===== src/rtl/odd_parity_pkg.sv =====
// ----------------------------------------------------------------------------
// odd_parity_pkg
// Shared definitions for the 9-bit odd-parity serial link (transmitter side
// and any receiver-side checker that recomputes parity).
//   state_e          : transmitter frame state
//   PARITY_W         : width of the parity field appended to each word
//   DEFAULT_DATA_W   : payload width of the standard link
//   FRAME_BITS       : serial bits per frame at the default payload width
//   frame_bits()     : serial bits per frame for an arbitrary payload width
// ----------------------------------------------------------------------------
package odd_parity_pkg;

  typedef enum logic [2:0] {
    IDLE   = 3'd0,
    START  = 3'd1,
    DATA   = 3'd2,
    PARITY = 3'd3,
    STOP   = 3'd4
  } state_e;

  localparam int PARITY_W       = 1;
  localparam int DEFAULT_DATA_W = 8;

  // start + payload + parity + stop
  localparam int FRAME_BITS = DEFAULT_DATA_W + 3;

  function automatic int frame_bits(input int data_w);
    return data_w + 3;
  endfunction

endpackage : odd_parity_pkg


===== src/rtl/odd_parity_gen.sv =====
// ----------------------------------------------------------------------------
// odd_parity_gen
// Combinational odd-parity generator. The produced bit makes the word
// {parity_out, data_in} carry an odd number of ones, so a receiver can feed
// the received payload through this same block and compare.
// Ports:
//   data_in    in   DATA_W    payload word
//   parity_out out  PARITY_W  odd-parity bit (1 when payload weight is even)
// ----------------------------------------------------------------------------
module odd_parity_gen
  import odd_parity_pkg::*;
#(
  parameter int DATA_W = 8
) (
  input  logic [DATA_W-1:0]   data_in,
  output logic [PARITY_W-1:0] parity_out
);

  // XNOR reduction: even payload weight -> 1, odd payload weight -> 0.
  assign parity_out = PARITY_W'(~^data_in);

endmodule : odd_parity_gen


===== src/rtl/odd_parity_tx.sv =====
// ----------------------------------------------------------------------------
// odd_parity_tx
// Serial odd-parity transmitter. Accepts a DATA_W-bit word on a valid/ready
// handshake and sends it LSB-first as: start(0), data bits, odd parity, stop(1).
// Every serial bit is held for CLKS_PER_BIT clock cycles. All outputs are
// registered, so tx_out only changes on bit-period boundaries.
// Ports:
//   clk        in   1       rising-edge clock
//   rst        in   1       synchronous active-high reset
//   data_in    in   DATA_W  payload word, sampled on accept
//   valid_in   in   1       data_in is valid
//   ready_out  out  1       a word can be accepted this cycle (IDLE only)
//   tx_out     out  1       serial line, idles high
//   parity_out out  1       parity of the last accepted word, held until the
//                           next accept
//   busy       out  1       a frame is in flight
// ----------------------------------------------------------------------------
module odd_parity_tx
  import odd_parity_pkg::*;
#(
  parameter int DATA_W       = 8,
  parameter int CLKS_PER_BIT = 4
) (
  input  logic              clk,
  input  logic              rst,
  input  logic [DATA_W-1:0] data_in,
  input  logic              valid_in,
  output logic              ready_out,
  output logic              tx_out,
  output logic              parity_out,
  output logic              busy
);

  // Counter widths never drop to zero, even for CLKS_PER_BIT=1 or DATA_W=1.
  localparam int CNT_W = (CLKS_PER_BIT > 1) ? $clog2(CLKS_PER_BIT) : 1;
  localparam int IDX_W = (DATA_W > 1) ? $clog2(DATA_W) : 1;

  localparam logic [CNT_W-1:0] CNT_LAST = CNT_W'(CLKS_PER_BIT - 1);
  localparam logic [IDX_W-1:0] IDX_LAST = IDX_W'(DATA_W - 1);

  state_e              state_q, state_d;
  logic [CNT_W-1:0]    cnt_q, cnt_d;
  logic [IDX_W-1:0]    idx_q, idx_d;
  logic [DATA_W-1:0]   shift_q, shift_d;
  logic                parity_q, parity_d;
  logic                tx_q, tx_d;
  logic                ready_q, ready_d;
  logic                busy_q, busy_d;

  logic [PARITY_W-1:0] gen_parity;
  logic [DATA_W-1:0]   shift_nxt;
  logic                accept;
  logic                bit_end;

  odd_parity_gen #(
    .DATA_W (DATA_W)
  ) u_parity_gen (
    .data_in    (data_in),
    .parity_out (gen_parity)
  );

  // ready_q is only high in IDLE, so this is the complete accept condition.
  assign accept    = valid_in && ready_q;
  assign bit_end   = (cnt_q == CNT_LAST);
  assign shift_nxt = shift_q >> 1;

  always_comb begin
    state_d  = state_q;
    cnt_d    = cnt_q;
    idx_d    = idx_q;
    shift_d  = shift_q;
    parity_d = parity_q;
    tx_d     = tx_q;
    ready_d  = ready_q;
    busy_d   = busy_q;

    // Bit-period timer: free-runs outside IDLE, wraps at the end of each bit.
    if (state_q == IDLE) begin
      cnt_d = '0;
    end else if (bit_end) begin
      cnt_d = '0;
    end else begin
      cnt_d = cnt_q + CNT_W'(1);
    end

    unique case (state_q)
      IDLE: begin
        if (accept) begin
          state_d  = START;
          shift_d  = data_in;
          parity_d = gen_parity[0];
          tx_d     = 1'b0;
          ready_d  = 1'b0;
          busy_d   = 1'b1;
        end
      end

      START: begin
        if (bit_end) begin
          state_d = DATA;
          idx_d   = '0;
          tx_d    = shift_q[0];
        end
      end

      DATA: begin
        if (bit_end) begin
          if (idx_q == IDX_LAST) begin
            state_d = PARITY;
            tx_d    = parity_q;
          end else begin
            // Present the next bit on the line as the register shifts, so
            // tx_out always tracks the LSB of the shifted word.
            idx_d   = idx_q + IDX_W'(1);
            shift_d = shift_nxt;
            tx_d    = shift_nxt[0];
          end
        end
      end

      PARITY: begin
        if (bit_end) begin
          state_d = STOP;
          tx_d    = 1'b1;
        end
      end

      STOP: begin
        if (bit_end) begin
          // ready rises on the edge that ends STOP; the following IDLE cycle
          // is the minimum inter-frame gap.
          state_d = IDLE;
          tx_d    = 1'b1;
          ready_d = 1'b1;
          busy_d  = 1'b0;
        end
      end

      default: begin
        state_d = IDLE;
        tx_d    = 1'b1;
        ready_d = 1'b1;
        busy_d  = 1'b0;
      end
    endcase
  end

  // Reset takes priority over everything, including a simultaneous accept.
  always_ff @(posedge clk) begin
    if (rst) begin
      state_q  <= IDLE;
      cnt_q    <= '0;
      idx_q    <= '0;
      shift_q  <= '0;
      parity_q <= 1'b0;
      tx_q     <= 1'b1;
      ready_q  <= 1'b1;
      busy_q   <= 1'b0;
    end else begin
      state_q  <= state_d;
      cnt_q    <= cnt_d;
      idx_q    <= idx_d;
      shift_q  <= shift_d;
      parity_q <= parity_d;
      tx_q     <= tx_d;
      ready_q  <= ready_d;
      busy_q   <= busy_d;
    end
  end

  assign ready_out  = ready_q;
  assign tx_out     = tx_q;
  assign parity_out = parity_q;
  assign busy       = busy_q;

endmodule : odd_parity_tx


===== config.mk =====
export PLATFORM = sky130hd
export DESIGN_NAME = odd_parity_tx
export DESIGN_NICKNAME = d
export VERILOG_FILES = /design/src/rtl/odd_parity_pkg.sv /design/src/rtl/odd_parity_gen.sv /design/src/rtl/odd_parity_tx.sv
export SDC_FILE = /design/constraint.sdc
export NUM_CORES = 1
export LEC_CHECK = 0
export ABC_AREA = 1
export BUFFER_PORTS_ARGS = -buffer_cell sky130_fd_sc_hd__buf_2
export CORE_MARGIN = 2
export CORE_UTILIZATION = 45
export CTS_BUF_LIST = sky130_fd_sc_hd__clkbuf_4
export CTS_CLUSTER_DIAMETER = 100
export DETAILED_ROUTE_END_ITERATION = 10
export SETUP_SLACK_MARGIN = 0.5
export SLEW_MARGIN = 5
export SYNTH_ARGS = -nofsm -noshare
export SYNTH_HDL_FRONTEND = slang
export SYNTH_HIERARCHICAL = 1
export SYNTH_SLANG_ARGS = --single-unit
export TNS_END_PERCENT = 10

===== constraint.sdc =====
create_clock -name clk -period 2.2 [get_ports clk]
set_clock_uncertainty 0.2 [all_clocks]
set_input_delay 0.44 -clock clk [delete_from_list [all_inputs] [get_ports clk]]
set_output_delay 0.44 -clock clk [all_outputs]
set_load 0.1 [all_outputs]

==> impl_metrics.csv <==
group,metric,value,unit
run_status,status,"complete, no violations",
synth,synthArstFlopShare,0,%
placed_design,gp_congestion,0.9122,
cells_and_area,diodes,0,
cells_and_area,post-route-util,50.42,%
pwr,p_per_area,1471,nW/um^2
synth,synth_area,1272,sq um
drt,wl_per_cell,10.32,um
floorplan,die_h,57.18,um
critical_path,endpoint_kind,"output port",
min_path,hp-class,"in -> reg",
flow_run,drv_cap,0,
drt,drc,0,
synth,syn_nets,212,
cts,cts_tree,"yes",
cells_and_area,instances_no_fill,242,
drt,ant_nets,0,
floorplan,fp-row-count,19,
drt,wl,2.498,mm
synth,yosys.area.top_type_share,31.47,%
critical_path,arrival,1.11,ns
timing,post-route-period-util,79.72,%
synth,synth_common_cells,"nand2_1, inv_1, dfxtp_1, nor2_1, nand3_1",
placed_design,dpl.cell_count,238,
timing,finalCriticalPeriod,1.754,ns
global_routing,track_usage,17.06,%
placed_design,dp_hpwl,1.860,mm
global_routing,grt_start_max_net_pins,19,
critical_path,crit_fanout,2,
timing,max_freq,570.2,MHz
synth,synth-edff-count,0,
critical_path,cpMaxStageDelayCell,"buf_2",
floorplan,num_io_pins,15,
drt,drt-pass1-iter-count,5,
pwr,ir_worst_vdd,0.7698,mV
drt,first_iter_violations,27,
critical_path,path_class,"reg -> out",
global_routing,grt_antenna_before_repair,0,
timing,worst_slew_pin_slew,0.4955,ns
synth,synth_most_common_cell,"nand2_1",
global_routing,overflow,0,
cells_and_area,nNetsFinal,226,
cts,clk_path_buf_depth,2,
synth,synth_ff_type,"dfxtp_1",
cells_and_area,syn_to_final_growth,7.375,%
cts,post-cts-setup-buffers,0,
placed_design,dpl_cell_area,1330,sq um
synth,synth_cell_types,25,
floorplan,die_w,57.18,um
timing,setup_viol,0,
timing,finalHoldWorstSlack,0.1306,ns
critical_path,critPathMaxStageDelay,0.44,ns
cts,postCtsHoldBufs,0,
synth,ys_top_cells_by_area,"dfxtp_1, nand2_1, inv_1",
floorplan,coreArea,2710,sq um
cts,cts.sinks,20,
synth,yosysWarnings,6,
timing,slew_violations,0,
drt,vias_per_cell,4.860,
critical_path,worst_setup_path_start_kind,"flip-flop",
cts,clk_latency,0.31,ns
cts,numCtsBuffers,3,
floorplan,start_util,46.95,%
cells_and_area,seq_area,401.6,sq um
placed_design,io_buffers,14,
drt,num_vias,1176,
synth,yosysTopAreaCell,"dfxtp_1",
timing,rsz0062_at_grt,"yes",
cells_and_area,design_area,1366,sq um
synth,ys_ff_latch,20,
pwr,p_leak,0.7174,nW
timing,finalHoldViolCount,0,
cts,htree_levels,1,
critical_path,path_buf_inv,1,
cells_and_area,drive_gt1_share,17.06,%
synth,synth_cells,198,
cells_and_area,multi_input_area,695.7,sq um
critical_path,required,1.56,ns
cells_and_area,fill_cells,295,
global_routing,grt_pass1_vias,1036,
critical_path,crit_chain,"buf_2",
cts,root_buffer,"clkbuf_4",
critical_path,r2r_setup_slack,0.58,ns
cts,cts.clk_slew.worst_paths,0.12,ns
synth,ys_seq_area_share,31.47,%
timing,setup_tns,0,ns
floorplan,dieArea,3269,sq um
timing,slew_headroom,66.93,%
global_routing,grt_pass1_wl,4.416,mm
critical_path,critPathTopFamily,"buffers and inverters",
synth,avgSynthCellArea,6.427,sq um
==> area by class of cell <==
cell class,instances,share of cell area [%]
well taps,31,2.839
clock buffers,3,1.648
clock inverters,1,0.2747
inverters,33,9.432
flip-flops and latches,20,29.40
multi-input cells,140,50.92
repair buffers,14,5.495
==> kinds of logic (layout without fill, tap and decap cells) <==
group	Yosys count	in the layout	synth area share (%)
simple gates	108	108	38.45
buf+inv	38	51	14.06
compound gates	28	28	12.39
flops	20	20	31.46
fa+ha+maj	3	3	2.950
xor+xnor	1	1	0.6884
==> report_power, final <==
part / internal (mW) / switching, mW / leakage (nW)
sequential: 0.497 / 0.107 / 0.164
combinational: 0.376 / 0.846 / 0.538
clock: 0.0663 / 0.117 / 0.0154
total: 0.939 / 1.07 / 0.717
==> placed cells by master, fill, tap and decap left out, types with 6 or more instances in the layout <==
master and count:
nand2_1 59, o21ai_0 6, buf_2 12, a21oi_1 11
nand3_1 17, nor2_1 19, inv_1 31, o21ai_1 6
dfxtp_1 19
==> path summary, 6_finish.rpt <==
path,start,to,depth (start not counted)
setup / recovery,tx_out$_SDFFE_PP1P_,tx_out,1
hold / removal,rst,state_q[2]$_SDFFE_PP0P_,2
hold reg to reg,cnt_q[0]$_SDFF_PP0_,cnt_q[0]$_SDFF_PP0_,1
setup reg to reg,state_q[2]$_SDFFE_PP0P_,shift_q[6]$_SDFFE_PP0P_,8
==> through the flow <==
stage	total power, mW	setup WS, ns
final	2.010	0.4462
after global routing	2.209	0.4168
after CTS	2.012	0.4301
after detailed placement	1.820	0.4781
after global placement	1.793	0.5333
after floorplan	1.699	0.5413
==> state kept, by name, summed over array words and instances (netlist names) <==
name,count
busy,1
cnt_q,2
idx_q,3
parity_out,1
ready_out,1
shift_q,8
state_q,3
tx_out,1
==> worst register-to-register path, delay by kind of cell, from the launching register on <==
| family | cells | cell delay, ns |
|---|---|---|
| buf+inv | 1 | 0.12 |
| flops | 1 | 0.40 |
| simple gates | 7 | 0.82 |
==> layer usage <==
layer | part of all wire (%) | global-route usage (%) | wire (um)
met3 | 2.8 | 2.721 | 71
met5 | 0 | 0 | 0
met1 | 53 | 23.59 | 1323
met2 | 42 | 26.11 | 1056
met4 | 1.9 | 7.973 | 47
==> repair_timing <==
item / in CTS / in global routing
gates resized for setup: 1 / 4
setup endpoints to repair: 12 / 18
pin swaps: 0 / 0
(Power assumes the default switching activity.)
